### config.mk
export PLATFORM = sky130hd
export DESIGN_NAME = conv_bridge
export DESIGN_NICKNAME = d
export VERILOG_FILES = /design/src/rtl/conv_bridge.sv
export SDC_FILE = /design/constraint.sdc
export NUM_CORES = 1
export LEC_CHECK = 0
export ABC_AREA = 1
export CAP_MARGIN = 20
export CORE_MARGIN = 2
export CORE_UTILIZATION = 51
export DETAILED_ROUTE_END_ITERATION = 16
export PLACE_DENSITY = 0.78
export SYNTH_ARGS = -nofsm -noshare
export SYNTH_HDL_FRONTEND = slang
export SYNTH_SLANG_ARGS = --single-unit
### constraint.sdc
create_clock -name clock -period 2 [get_ports clock]
set_clock_uncertainty 0.15 [all_clocks]
set_input_delay 0.3 -clock clock [delete_from_list [all_inputs] [get_ports clock]]
set_output_delay 0.3 -clock clock [all_outputs]
set_load 0.05 [all_outputs]
### src/rtl/conv_bridge.sv
// conv_bridge: bridges an upstream dav_/rfd producer handshake to a downstream
// soc/eoc converter handshake through a 2-entry FIFO.
//
// Ports:
//   clock    in   system clock, all state changes on the rising edge
//   reset_   in   synchronous active-low reset
//   dav_in_  in   upstream data-valid, active low
//   d_in     in   upstream data byte, valid while dav_in_ = 0
//   rfd_out  out  ready-for-data to upstream, active high
//   soc      in   start-of-conversion from downstream
//   eoc      out  end-of-conversion, 1 = idle or result ready
//   x        out  result byte, held from pop until the next pop
//   count    out  number of buffered bytes, 0..2
module conv_bridge (
    input  logic       clock,
    input  logic       reset_,
    input  logic       dav_in_,
    input  logic [7:0] d_in,
    output logic       rfd_out,
    input  logic       soc,
    output logic       eoc,
    output logic [7:0] x,
    output logic [1:0] count
);

    typedef enum logic {
        StIdleIn,
        StWaitDav
    } in_state_e;

    typedef enum logic [1:0] {
        StIdleOut,
        StWaitSocLow,
        StWaitData,
        StSettle
    } out_state_e;

    in_state_e  in_state_q, in_state_d;
    out_state_e out_state_q, out_state_d;

    logic [7:0] mem_q [2];
    logic       wr_ptr_q;
    logic       rd_ptr_q;
    logic [1:0] count_q, count_d;
    logic [7:0] x_q;
    logic       push;
    logic       pop;

    // Input side: a byte is taken only when there is room before the edge,
    // so a full FIFO never accepts, even if it is popped at the same edge.
    always_comb begin
        in_state_d = in_state_q;
        push       = 1'b0;
        unique case (in_state_q)
            StIdleIn: begin
                if (!dav_in_ && (count_q < 2'd2)) begin
                    push       = 1'b1;
                    in_state_d = StWaitDav;
                end
            end
            StWaitDav: begin
                if (dav_in_) begin
                    in_state_d = StIdleIn;
                end
            end
        endcase
    end

    // Output side: x is loaded on the pop, then SETTLE gives it one full cycle
    // before eoc rises.
    always_comb begin
        out_state_d = out_state_q;
        pop         = 1'b0;
        unique case (out_state_q)
            StIdleOut: begin
                if (soc) out_state_d = StWaitSocLow;
            end
            StWaitSocLow: begin
                if (!soc) out_state_d = StWaitData;
            end
            StWaitData: begin
                if (count_q != 2'd0) begin
                    pop         = 1'b1;
                    out_state_d = StSettle;
                end
            end
            StSettle: begin
                out_state_d = StIdleOut;
            end
        endcase
    end

    // push is never raised at count 2 and pop never at count 0, so this
    // stays within 0..2.
    assign count_d = count_q + {1'b0, push} - {1'b0, pop};

    always_ff @(posedge clock) begin
        if (!reset_) begin
            in_state_q  <= StIdleIn;
            out_state_q <= StIdleOut;
            wr_ptr_q    <= 1'b0;
            rd_ptr_q    <= 1'b0;
            count_q     <= 2'd0;
            x_q         <= 8'h00;
            for (int i = 0; i < 2; i++) begin
                mem_q[i] <= 8'h00;
            end
        end else begin
            in_state_q  <= in_state_d;
            out_state_q <= out_state_d;
            count_q     <= count_d;
            if (push) begin
                mem_q[wr_ptr_q] <= d_in;
                wr_ptr_q        <= ~wr_ptr_q;
            end
            if (pop) begin
                x_q      <= mem_q[rd_ptr_q];
                rd_ptr_q <= ~rd_ptr_q;
            end
        end
    end

    assign rfd_out = (in_state_q == StIdleIn);
    assign eoc     = (out_state_q == StIdleOut);
    assign x       = x_q;
    assign count   = count_q;

endmodule

# Word level (Yosys, flattened, before mapping)
# Memory sizes are Yosys's and may differ from the RTL's. A register that Yosys moved wholly into a read port is not among the register bits.
# Index checks and enable logic that the tools add are counted.
dict set report word_totals {
  register_bits 7
  latchBits 0
  ram_bits 16
  mem_bits_ro 0
  output_inout_bits 12
  n_memories 1
}
dict set report classes {
  add_sub_neg 2
  mul 0
  div_mod_pow 0
  n_lt_le_gt_ge 1
  eq_ne 6
  n_shift 0
  mux 17
  bitwise 3
  reduce_logical 7
}
# name depth width rd rd_ports_with_merged_regs write_ports line
set memory_table {}
lappend memory_table {mem_q 2 8 1 1 2 41} ;# logic [7:0] mem_q [2];
# cell n
set op_table {}
lappend op_table {{1-bit 2-to-1 mux} 11}
lappend op_table {{8-bit 2-to-1 mux} 1}
lappend op_table {{2-bit case mux with 4 select lines} 1}
lappend op_table {{8-bit OR reduction} 1}
lappend op_table {{2-bit 2-to-1 mux} 3}
lappend op_table {{2-bit != test, second input constant} 3}
lappend op_table {{2-bit equality test, second input constant} 2}
lappend op_table {{1-bit inverter} 3}
lappend op_table {{3-bit AND reduction} 1}
lappend op_table {{2-bit by 1-bit adder with 2-bit output} 1}
lappend op_table {{2-bit by 1-bit equality test with 1-bit output, second input constant} 1}
lappend op_table {{1-bit zero test} 2}
lappend op_table {{2-bit zero test} 1}
lappend op_table {{2-bit < comparator, second input constant} 1}
lappend op_table {{1-bit case mux with 2 select lines} 1}
lappend op_table {{2-bit nonzero test} 1}
lappend op_table {{2-bit by 1-bit subtractor with 2-bit output} 1}
lappend op_table {{1-bit logical AND} 1}

# Depth between registers and ports, before layout
# Gate-level depths: netlist of run 1.
dict set report logic_depth {
  depth_word 9
  depth_mapped 11
}

# Worst setup path after synthesis of run 1
# No wires, ideal clock.
dict set report synth_path {
  kind {register to register}
  from {register count_q[1] (netlist: count[1])}
  to {register count_q[1] (netlist: count[1])}
  setup_ns 0.115
  arrival_time_ns 1.594
  required_time_ns 1.735
  slack_ns 0.141
  path_stages_with_launch 9
  n_path_buf 1
  period_less_slack_ns 1.859
  cell_sequence {dfxtp_1 nor2_2 nor2_4 buf_6 xnor2_1 ha_1 inv_1 a21oi_1 nor2_1}
}
dict set report synth_between {
  elab_chain_cells 6
  word_cells_on_any_way 9
  classes_between {add/sub: 2; order compare: 1; mux: 4; reduce/logical: 2}
}
# element line
set synth_lines {}
lappend synth_lines {{start: declaration} 44} ;# logic [1:0] count_q, count_d;
lappend synth_lines {{start signal: assignment} 111} ;# count_q <= count_d;
lappend synth_lines {{2-bit < comparator} 56} ;# if (!dav_in_ && (count_q < 2'd2)) begin
lappend synth_lines {{1-bit logical AND} 56}
lappend synth_lines {{1-bit 2-to-1 mux} 56}
lappend synth_lines {{1-bit 2-to-1 mux} 54} ;# unique case (in_state_q)
lappend synth_lines {{2-bit by 1-bit adder with 2-bit output} 95} ;# assign count_d = count_q + {1'b0, push} - {1'b0, pop};
lappend synth_lines {{2-bit by 1-bit subtractor with 2-bit output *} 95}
# Mark *: on every way between the ends. The rest lies on a longest branch, timed or not.
# A chain may end at the register's enable or synchronous reset.

# Worst setup path after layout of run 1
dict set report layout_path {
  from {register x_q[7] (netlist: x[7]) (read register of mem_q)}
  to {output x[7]}
}
# element line
set layout_lines {}
lappend layout_lines {{start: declaration} 45} ;# logic [7:0] x_q;
lappend layout_lines {{end: declaration} 22} ;# output logic [7:0] x,
# No word-level cell between the ends.

==> results.toml, run 1 <==
[status]
status = "finished, final reports clean"

[final_layout]
nets = 186
final_common_cell = "nand2_1"
area_growth_syn_to_layout_pct = 24.18
final_cell_mix = "nand2_1 (26), nor2_1 (18), inv_1 (18)"
finalCoreUtilization_pct = 66.67
diodes = 0
final_layout_size_suffix_gt1_share_pct = 13.45
final_cells = 201
final_area_sq_mm = 0.001652

[global_routing]
initial_antenna_violation_count = 0
track_usage_pct = 18.81
grt_first_pass_wirelength_um = 3726
via_count_of_the_first_global_routing_pass = 909
globalRouteOverflowTotal = 0
largest_net_degree_at_the_start_of_global_routing = 11

[worst_setup_path]
cp_max_fo = 2
timing.critical_path.from_type = "flop"
cp.arrival_ps = 1480
cp_data_required_time_ps = 1550
critPathTopFamily = "buffers and inverters"
critical_path.startpoint = "x[7]"
worst_path_largest_cell_delay_ps = 800
number_of_cells_on_the_worst_reg_to_reg_path = 9
path_cells = "clkdlybuf4s50_1"
end_kind = "primary output"
timing.critical_path.slowest_stage_cell = "clkdlybuf4s50_1"
setup.worst_path.class = "flop to primary output"
timing.rr.end = "count[1]"
number_of_buffer_and_inverter_stages_on_the_critical_path = 1
reg2reg_from = "out_state_q[0]"
timing.reg2reg.setup_slack_ps = 300

[routing]
post_drt_wl_per_cell_um = 12.05
avgViaCountPerCell = 4.965
drt_iter0_drc = 26
ant_nets = 0
wirelength_routed_um = 2422
drt_first_pass_iters = 4
detail_route.drc_violations = 0
via_count = 998

[power]
power.share.clock_pct = 19.0
leakage_nw = 0.7275
power.combinational.fraction_pct = 35.2
netSwitchingPower_mw = 0.6874
power.share.sequential_pct = 45.7
max_ir_drop_vdd_mv = 0.7365
sw_frac_of_total_pct = 37.91
cell_pwr_density_mw_per_mm2 = 1098
p_int_mw = 1.126

[sta]
final-max-slew-violation-count = 0
post_route_setup_tns_ps = 0
max_slew.worst_pin.slew_ps = 500.9
finalSetupViolCount = 0
max_freq_mhz = 519.3
timing.final.crit_period_ps = 1926
finalHoldWorstSlack_ps = 345.4
timing.slew.headroom_pct = 66.55
setup_repair_after_global_routing_missed_its_margin = "false"
timing.final.crit_share_pct = 96.28
hold_viol = 0

[yosys]
synth_area_per_cell_sq_um = 9.638
ys_types = 23
warning_count_from_the_yosys_run = 0
seq_area_frac_synth_pct = 58.70
syn-num-nets = 154
synthTopCellsByArea = "edfxtp_1 (36%), dfxtp_1 (23%), nand2_1 (7.3%)"
netlist.top_cell.by_area = "edfxtp_1"
synth_area_sq_mm = 0.001330
synth.ff_latch_count = 31
post-synth-top-area-fraction_pct = 36.12
synthCells = 138

[floorplanning]
fp-row-count = 18
fp.dieW_um = 55.07
core_area_sq_mm = 0.002477
floorplan.io_pins = 24
die-height_um = 55.07
effective_utilization_at_floorplan_pct = 53.69
die_area_sq_mm = 0.003032

[clock_tree]
postCtsSetupRepairBufs = 0
cts.reportedPaths.clkPinSlew_ps = 90
cts_made_buffers = 5
hold_buffers = 0
cts_tree = "done"
cts_repair_resize_count = 0
tritoncts_num_sinks = 31
clockBufferDepth = 2
clock_tree.root_cell = "clkbuf_4"
htree_levels = 2
clock_latency_ps = 330

[placed_design]
place.port_buffers = 23
placed_instances = 193
gp_routability_congestion = 0.6824
dpl_cell_area_sq_mm = 0.001598
detailedPlacementHpwl_um = 1724

[min_path]
worst_hold_path.endpoint = "out_state_q[1]"
worstHoldStart = "out_state_q[1]"
holdPathStages = 2
worst_hold_path_type = "flop to flop"

[job]
drv.max_cap_violation_count = 0
[sequential cells by signal, indices dropped and copies added (netlist names)]
register     count
x                8
wr_ptr_q         1
in_state_q       1
mem_q           16
out_state_q      2
rd_ptr_q         1
count            2
[power by group through the flow]
| stage | Combinational [mW] | Clock [mW] | Sequential (mW) |
|---|---|---|---|
| 3_5_place_dp | 0.641 | 0 | 0.845 |
| 5_1_grt | 0.697 | 0.386 | 0.843 |
| 4_1_cts | 0.644 | 0.352 | 0.830 |
| 3_3_place_gp | 0.626 | 0 | 0.840 |
| 2_1_floorplan | 0.351 | 0 | 0.955 |
| 6_report | 0.639 | 0.345 | 0.829 |
[per-stage QoR]
step	total power, mW	worst slack (ps)
after floorplan	1.306	141.0
after global placement	1.466	102.6
after detailed placement	1.486	14.25
after CTS	1.826	43.34
after global routing	1.926	5.462
final	1.813	74.46
[layout make-up]
class	count	area [sq um]
multi-input cells	84	442.9
fillers	215	825.8
well taps	30	37.54
inverters	19	71.32
repair buffers	29	270.3
clock buffers	8	48.80
flip-flops and latches	31	780.7
[how the worst max path moves through the flow]
stage	to	cells after the start
finish	x[7]	1
global route	x[1]	1
CTS	x[2]	1
detailed placement	mem_q[0][3]	6
global placement	mem_q[0][5]	6
floorplan	count[1]	8
[cells by family after synthesis]
logic type               count (synthesis)  synth area share (%)
flip-flops                              31                 58.70
buffers and inverters                   23                 7.995
AND/OR/NAND/NOR                         54                 17.59
XOR/XNOR                                 1                0.6586
adder cells (fa/ha/maj)                  4                 3.763
AO/OA/AOI/OAI                           25                 11.29
[cell usage after synthesis]
| cell type | number |
|---|---|
| a21oi_1 | 5 |
| xnor2_1 | 1 |
| nand3_1 | 4 |
| buf_2 | 2 |
| nor2_4 | 1 |
| buf_6 | 1 |
| nor2_1 | 18 |
| clkinv_1 | 1 |
| nand4_2 | 1 |
| edfxtp_1 | 16 |
| dfxtp_1 | 15 |
| o21ai_0 | 9 |
| ha_1 | 4 |
| o31ai_1 | 1 |
| a31oi_2 | 1 |
| a31oi_1 | 7 |
| nor2_2 | 2 |
| o21ai_2 | 1 |
| clkbuf_8 | 1 |
| nand2_1 | 26 |
| nand2_2 | 2 |
| a211oi_1 | 1 |
| inv_1 | 18 |
[metal layers]
metal	track usage [%]	share of wire, %	vias up
li1	-	-	514
met1	20.03	42	459
met2	31.55	52	20
met3	9.677	4.9	5
met4	7.317	1.8	0
met5	0	0	-
Power figures use the tool's default switching activity.
==> run 2, diff against run 1 <==
--- a/config.mk
+++ b/config.mk
@@ -9,6 +9,7 @@
 export CAP_MARGIN = 20
 export CORE_MARGIN = 2
 export CORE_UTILIZATION = 51
+export CTS_CLUSTER_SIZE = 30
 export DETAILED_ROUTE_END_ITERATION = 16
 export PLACE_DENSITY = 0.78
 export SYNTH_ARGS = -nofsm -noshare
==> constraint.sdc (replaced) <==
create_clock -name clock -period 1.9 [get_ports clock]
set_clock_uncertainty 0.15 [all_clocks]
set_input_delay 0.285 -clock clock [delete_from_list [all_inputs] [get_ports clock]]
set_output_delay 0.285 -clock clock [all_outputs]
set_load 0.05 [all_outputs]
==> run 2 against run 1 <==
- die area did not move
- first-iteration DRC count fell by 58%
- setup slack improved by 150 ps
- count of clock-buffer cells in the layout fell by 2
- largest power group unchanged
- final cell count rose by 1.0%
- routed wire length rose by 4.4%
- core utilization rose by 0.15 points
==> results.toml, run 2 (synthesized netlist as in run 1, its figures left out) <==
[status]
status = "finished, final reports clean"

[worst_setup_path]
reg2reg_from = "out_state_q[0]"
critical_path.startpoint = "out_state_q[0]"
worst_path_largest_cell_delay_ps = 330
end_kind = "flop"
cp_data_required_time_ps = 1970
setup.worst_path.class = "flop to flop"
cp.arrival_ps = 1750
timing.critical_path.from_type = "flop"
cell_repeated_most_along_the_worst_path = "inv_1"
number_of_cells_on_the_worst_reg_to_reg_path = 9
cp_max_fo = 4
timing.reg2reg.setup_slack_ps = 220
timing.rr.end = "count[1]"
number_of_buffer_and_inverter_stages_on_the_critical_path = 3
critPathTopFamily = "adder cells"
path_cells = "inv_1 > ha_1 > inv_1 > nor2_4 > xnor2_1 > ha_1 > inv_1 > a21oi_1 > nor2_1"
timing.critical_path.to = "count[1]"
cp_num_cells = 9
timing.critical_path.slowest_stage_cell = "dfxtp_1"

[final_layout]
registers.top_by_ff_count = "mem_q"
multiInputGateArea_sq_um = 442.9
seqCellArea_sq_um = 780.7
final_area_sq_mm = 0.001655
final_cell_mix = "nand2_1 (26), buf_4 (19), nor2_1 (18), inv_1 (18), edfxtp_1 (16)"
nFillCells = 228
finalCoreUtilization_pct = 66.82
final_common_cell = "nand2_1"
area_growth_syn_to_layout_pct = 24.46
largest_reg_flops = 16
nets = 188
diodes = 0
final_layout_size_suffix_gt1_share_pct = 19.65

[placed_design]
gp_routability_congestion = 0.7208
dpl_cell_area_sq_mm = 0.001605
place.port_buffers = 23
detailedPlacementHpwl_um = 1852
dp_worst_setup_slack_ps = -62.99

[sta]
max_freq_mhz = 596.3
final-max-slew-violation-count = 0
timing.final.crit_share_pct = 88.26
post_route_setup_tns_ps = 0
final_critical_path_setup_slack_ps = 223.0
hold_viol = 0
timing.slew.headroom_pct = 74.95
max_slew.worst_pin.slew_ps = 371.9
finalHoldWorstSlack_ps = 356.1
timing.final.crit_period_ps = 1677
finalSetupViolCount = 0
setup_repair_after_global_routing_missed_its_margin = "false"

[floorplanning]
die-height_um = 55.07
effective_utilization_at_floorplan_pct = 53.69
die_area_sq_mm = 0.003032
floorplan.io_pins = 24
core_area_sq_mm = 0.002477
fp.dieW_um = 55.07
fp-row-count = 18

[clock_tree]
clockBufferDepth = 2
clock_tree.root_cell = "clkbuf_4"
cts_tree = "done"
cts_repair_resize_count = 0
cts.reportedPaths.clkPinSlew_ps = 100
htree_levels = 2
postCtsSetupRepairBufs = 0
cts_made_buffers = 5
tritoncts_num_sinks = 31
clock_latency_ps = 330
hold_buffers = 0

[global_routing]
largest_net_degree_at_the_start_of_global_routing = 11
globalRouteOverflowTotal = 0
via_count_of_the_first_global_routing_pass = 938
track_usage_pct = 20.39
grt_first_pass_wirelength_um = 4015
initial_antenna_violation_count = 0

[power]
cell_pwr_density_mw_per_mm2 = 1190
max_ir_drop_vdd_mv = 0.7997
leakage_nw = 0.7262

[routing]
ant_nets = 0
wirelength_routed_um = 2529
post_drt_wl_per_cell_um = 12.46
avgViaCountPerCell = 5.064
detail_route.drc_violations = 0
drt_iter0_drc = 11
via_count = 1028
drt_first_pass_iters = 4

[min_path]
holdPathStages = 2
worst_hold_path_type = "flop to flop"

[job]
drv.max_cap_violation_count = 0
==> run 2: worst register-to-register path: stages (launching register included) <==
cell and delay (ps):
dfxtp_1 330, inv_1 100, ha_1 230, inv_1 90, nor2_4 150, xnor2_1 140, ha_1 170, inv_1 50
a21oi_1 110, nor2_1 60
==> run 2: routing by layer <==
layer | vias up | global-route usage [%] | part of all wire, %
met5 | - | 0 | 0
met4 | 0 | 10.98 | 1.1
met3 | 2 | 7.258 | 4.7
met2 | 22 | 36.90 | 54
met1 | 482 | 20.14 | 40
li1 | 522 | - | -
==> run 2: final cells by class <==
class	instances	share of cell area (%)
clock buffer	6	2.494
clock inverter	2	0.5291
tap	30	2.268
multi-input combinational	84	26.76
sequential	31	47.17
timing repair buffer	31	16.48
inverter	19	4.308
==> run 2: how the worst min path moves through the flow <==
stage / from / endpoint / slack, ps
after floorplan: dav_in_ / in_state_q / 210
after global placement: out_state_q[1] / out_state_q[1] / 320
after detailed placement: out_state_q[1] / out_state_q[1] / 340
after CTS: out_state_q[1] / out_state_q[1] / 350
after global routing: out_state_q[1] / out_state_q[1] / 380
final: out_state_q[1] / out_state_q[1] / 360
==> run 2: stage by stage <==
stage	power (mW)	instances
finish	1.970	203
global route	2.089	203
detailed placement	1.633	195
global placement	1.600	195
CTS	1.985	203
floorplan	1.375	138
==> run 2: where the power goes <==
group | internal [mW] | switching (mW) | total (mW) | leakage (nW)
sequential | 0.808 | 0.0610 | 0.869 | 0.289
combinational | 0.276 | 0.467 | 0.743 | 0.407
clock | 0.139 | 0.219 | 0.358 | 0.0297
==> run 3, diff against run 2 <==
--- a/config.mk
+++ b/config.mk
@@ -9,9 +9,12 @@
 export CAP_MARGIN = 20
 export CORE_MARGIN = 2
 export CORE_UTILIZATION = 51
+export CTS_CLUSTER_DIAMETER = 150
 export CTS_CLUSTER_SIZE = 30
 export DETAILED_ROUTE_END_ITERATION = 16
+export GPL_TIMING_DRIVEN = 0
 export PLACE_DENSITY = 0.78
+export RECOVER_POWER = 50
 export SYNTH_ARGS = -nofsm -noshare
 export SYNTH_HDL_FRONTEND = slang
 export SYNTH_SLANG_ARGS = --single-unit
==> run 3 against run 2 <==
- flip-flop and latch count unchanged
- non-clock buffer count unchanged
- sequential power about the same
- critical path depth decreased by 6
- first-iteration DRC count increased by 64%
- hold slack got worse by 210 ps
- setup slack got worse by 110 ps
- clock power increased by 11%
- largest power group unchanged
- cell area increased by 1.4%
- final cell count increased by 0.49%
- global-route usage decreased by 1.7 points
- routed wire length increased by 4.3%
- critical path type is now flop to primary output
==> results.toml, run 3 (synthesized netlist as in run 1, its figures left out) <==
[worst_setup_path]
number_of_cells_on_the_worst_reg_to_reg_path = 10
timing.critical_path.from_type = "flop"
setup.worst_path.class = "flop to primary output"
critical_path.startpoint = "out_state_q[1]"
cp_max_fo = 3
cp.arrival_ps = 1350
reg2reg_from = "out_state_q[0]"
timing.critical_path.to = "eoc"
timing.reg2reg.setup_slack_ps = 130
timing.rr.end = "count[1]"
end_kind = "primary output"
cp_data_required_time_ps = 1460

[routing]
post_drt_wl_per_cell_um = 12.93
avgViaCountPerCell = 5.162
drt_first_pass_iters = 4
drt_iter0_drc = 18
via_count = 1053
wirelength_routed_um = 2637
ant_nets = 0
detail_route.drc_violations = 0

[clock_tree]
tritoncts_num_sinks = 31
clock_latency_ps = 320
hold_buffers = 0
cts_made_buffers = 5
cts.reportedPaths.clkPinSlew_ps = 100
clockBufferDepth = 2
clock_tree.root_cell = "clkbuf_4"
cts_tree = "done"
htree_levels = 2

[status]
status = "finished, final reports clean"

[final_layout]
final_area_sq_mm = 0.001678
area_growth_syn_to_layout_pct = 26.15
final_cells = 204
final_layout_size_suffix_gt1_share_pct = 14.94
diodes = 0
largest_reg_flops = 16
nets = 189
final_common_cell = "nand2_1"
registers.top_by_ff_count = "mem_q"
final_cell_mix = "nand2_1 (26), nor2_1 (19), inv_1 (17)"

[global_routing]
track_usage_pct = 18.68
grt_first_pass_wirelength_um = 3815
largest_net_degree_at_the_start_of_global_routing = 11
via_count_of_the_first_global_routing_pass = 936
globalRouteOverflowTotal = 0
initial_antenna_violation_count = 0

[sta]
timing.final.crit_share_pct = 94.02
setup_repair_after_global_routing_missed_its_margin = "false"
finalSetupViolCount = 0
post_route_setup_tns_ps = 0
max_freq_mhz = 559.8
final-max-slew-violation-count = 0
hold_viol = 0
max_slew.worst_pin.slew_ps = 517.8
timing.slew.headroom_pct = 65.61
timing.final.crit_period_ps = 1786
finalHoldWorstSlack_ps = 143.7

[floorplanning]
die-height_um = 55.07
die_area_sq_mm = 0.003032
effective_utilization_at_floorplan_pct = 53.69
floorplan.io_pins = 24
core_area_sq_mm = 0.002477
fp.dieW_um = 55.07
fp-row-count = 18

[placed_design]
gp_routability_congestion = 0.6964
dpl_cell_area_sq_mm = 0.001588
detailedPlacementHpwl_um = 1799
place.port_buffers = 22
placed_instances = 190

[power]
leakage_nw = 0.7535
cell_pwr_density_mw_per_mm2 = 1174
max_ir_drop_vdd_mv = 0.7346
report.power.total_mw = 1.970

[min_path]
worst_hold_path_type = "primary input to flop"
worstHoldStart = "reset_"

[job]
drv.max_cap_violation_count = 0
run 3: cell count changes in the layout (fill, tap and decap cells not counted), sizes merged:
cell / before / now
dlygate4sd2: 0 / 11
clkdlybuf4s50: 11 / 10
clkinv: 3 / 2
buf: 20 / 7
nor2: 21 / 22
clkdlybuf4s15: 0 / 1
clkbuf: 6 / 9
run 3: critical path: stages, from the launching register on:
cell	delay [ps]
dfxtp_1	380
inv_1	80
ha_1	220
clkdlybuf4s15_2	340
run 3: layout make-up:
type,count,area [sq um]
multi-input combinational,85,449.2
timing repair buffer,27,245.2
buffer,4,33.78
tap,30,37.54
fill,230,799.5
inverter,19,71.32
sequential,31,780.7
clock inverter,1,5.005
clock buffer,7,55.05
run 3: worst min-delay path by stage:
| stage | end | cells after the start |
|---|---|---|
| floorplan | in_state_q | 1 |
| global placement | out_state_q[1] | 2 |
| detailed placement | out_state_q[1] | 2 |
| CTS | x[3] | 3 |
| global route | x[3] | 3 |
| finish | x[7] | 3 |
run 3: power breakdown:
part | leakage (nW) | switching, mW | internal [mW] | total [mW]
sequential | 0.289 | 0.0610 | 0.808 | 0.869
clock | 0.0353 | 0.217 | 0.179 | 0.396
combinational | 0.429 | 0.475 | 0.230 | 0.705
total | 0.754 | 0.753 | 1.22 | 1.97
run 3: metal layers:
layer	GRT usage (%)	vias up	share of wire (%)
met3	7.258	2	4.7
met1	18.07	490	38
met2	36.90	34	56
li1	-	527	-
met4	3.659	0	0.46
met5	0	-	0
run 3: stage by stage:
step                      utilization (%)  setup WS, ps
final                               67.73         113.6
after detailed placement            64.09        -224.3
after global routing                67.73         17.35
after CTS                           66.01         25.56
after global placement              64.09        -187.6
after floorplan                         -         40.99
run 3: what timing repair did:
action | CTS | global route
cloned | 0 | 1
setup buffers | 0 | 5
pin swaps | 1 | 1
endpoints found under the hold margin | 0 | 0
endpoints found under the setup margin | 13 | 10
gates resized for setup | 14 | 3
==> variant, RTL diff (flow settings as in run 1) <==
Encoding of `out_state_e`: now one-hot (4 bits for 4 states).
--- a/src/rtl/conv_bridge.sv
+++ b/src/rtl/conv_bridge.sv
@@ -30,7 +30,7 @@
 
-    typedef enum logic [1:0] {
-        StIdleOut,
-        StWaitSocLow,
-        StWaitData,
-        StSettle
+    typedef enum logic [3:0] {
+        StIdleOut    = 4'b0001,
+        StWaitSocLow = 4'b0010,
+        StWaitData   = 4'b0100,
+        StSettle     = 4'b1000
     } out_state_e;
Behaviour: no difference found for any inputs over 10 cycles, from zero or initial values and one cycle with reset_ low; not proved beyond that.
==> variant against run 1 <==
Sequential cell count up 2; final area up 12%; synthesized cell count up 22%; routed wire length up 2.5%; fmax up 0.52%; critical path depth unchanged; worst setup slack better by 0.010 ns; synthesized area up 15%; critical path type unchanged; highest routed layer unchanged.
Power is not compared: it rests on default switching activity, and its combinational part moved more than twofold at a synthesized area within 25%.
==> variant: results (changes against run 1) <==
Final Net Count: 210 (was 186)
Distinct cells, synth: 24 (was 23)
DP Wirelength: 1850 um (was 1720 um)
Synth warn: 0 (unchanged)
Global-route wire length before repair: 4150 um (was 3730 um)
Clk root buf: clkbuf_4 (unchanged)
GP Congestion: 0.759 (was 0.682)
Post-route cell area: 1840 um^2 (was 1650 um^2)
Synth top area cells: edfxtp_1 31%, dfxtp_1 22%, nand2_1 8.8% (was edfxtp_1 36%, dfxtp_1 23%, nand2_1 7.3%)
Synth Area in Adders: 0.00818 (was 0.0376)
GR Util met2: 0.257 (was 0.315)
Vias in the first global route: 1,022 (was 909)
Worst r2r src: out_state_q[2]$_SDFFE_PN0P_ (was out_state_q[0]$_SDFFE_PN0P_)
Crit. Startpoint: x[7]$_SDFFE_PN0P_ (unchanged)
Slowest stage delay, CP: 0.80 ns (about the same)
Max FO, Critical Path: 2 (unchanged)
Largest net degree at the start of global routing: 17 (was 11)
Critical hold path startpoint: x[6]$_SDFFE_PN0P_ (was out_state_q[1]$_SDFFE_PN0P_)
Initial antenna violation count: 0 (unchanged)
Wire per inst: 10.8 um (was 12.0 um)
1st-iter DRT viols: 42 (was 26)
Fillers: 251 (was 215)
GR Util met1: 0.198 (was 0.200)
Synth Area in XOR/XNOR: 0.00573 (was 0.00659)
Postcts setup bufs: 0 (unchanged)
R2r endpoint: count[1]$_SDFF_PN0_ (unchanged)
Post-cts sizing count: 0 (unchanged)
Most frequent cells after synthesis: 36 x nand2_1, 26 x inv_1, 21 x nor2_1 (was 26 x nand2_1, 18 x inv_1, 18 x nor2_1)
Total GRT Usage: 0.166 (was 0.188)
Hold_ws: 0.302 ns (was 0.345 ns)
IO buf count: 23 (unchanged)
Nets in the synthesized netlist: 181 (was 154)
Async SR Flop Fraction: 0 (unchanged)
Layout cells sized above 1: 0.217 (was 0.135)
Clk pin slew, worst setup/hold paths: 0.10 ns
Seq/Total Area, Yosys: 0.537 (was 0.587)
Vias: 1,117 (was 998)
Cts bufs inserted: 5 (unchanged)
Main flop type after synthesis: dfxtp_1 (was edfxtp_1)
Max reg flops: 16 (unchanged)
Hold Path End: x[6]$_SDFFE_PN0P_ (was out_state_q[1]$_SDFFE_PN0P_)
Comb power frac: 0.164
R2r setup slk: 0.39 ns (was 0.30 ns)
Status: completed (unchanged)
Slew HR: 0.669 (was 0.666)
Compound-Gate Fraction of Synth Area: 0.118 (was 0.113)
Met3 usage: 0.0527 (was 0.0968)
-- variant: per-stage QoR --
step | setup slack, ns | power [mW] | cells
after floorplan | 0.0893 | 0.935 | 168
after global placement | 0.133 | 1.00 | 221
after detailed placement | 0.101 | 1.01 | 221
after CTS | 0.0534 | 1.35 | 229
after global routing | 0.0169 | 1.41 | 229
final | 0.0845 | 1.34 | 229
-- variant: area by class of cell --
type	count	share of cell area
Multi-Input combinational cell	102	0.307
Inverter	28	0.0570
Tap cell	31	0.0210
Timing Repair Buffer	27	0.142
Clock buffer	5	0.0204
Clock inverter	3	0.00678
Sequential cell	33	0.445
-- variant: per-layer routing --
metal / routed length (um) / part of all wire / vias up
met5: 0 / 0 / -
met4: 52 / 0.021 / 0
met3: 101 / 0.041 / 6
met2: 1160 / 0.47 / 20
met1: 1170 / 0.47 / 498
li1: - / - / 593
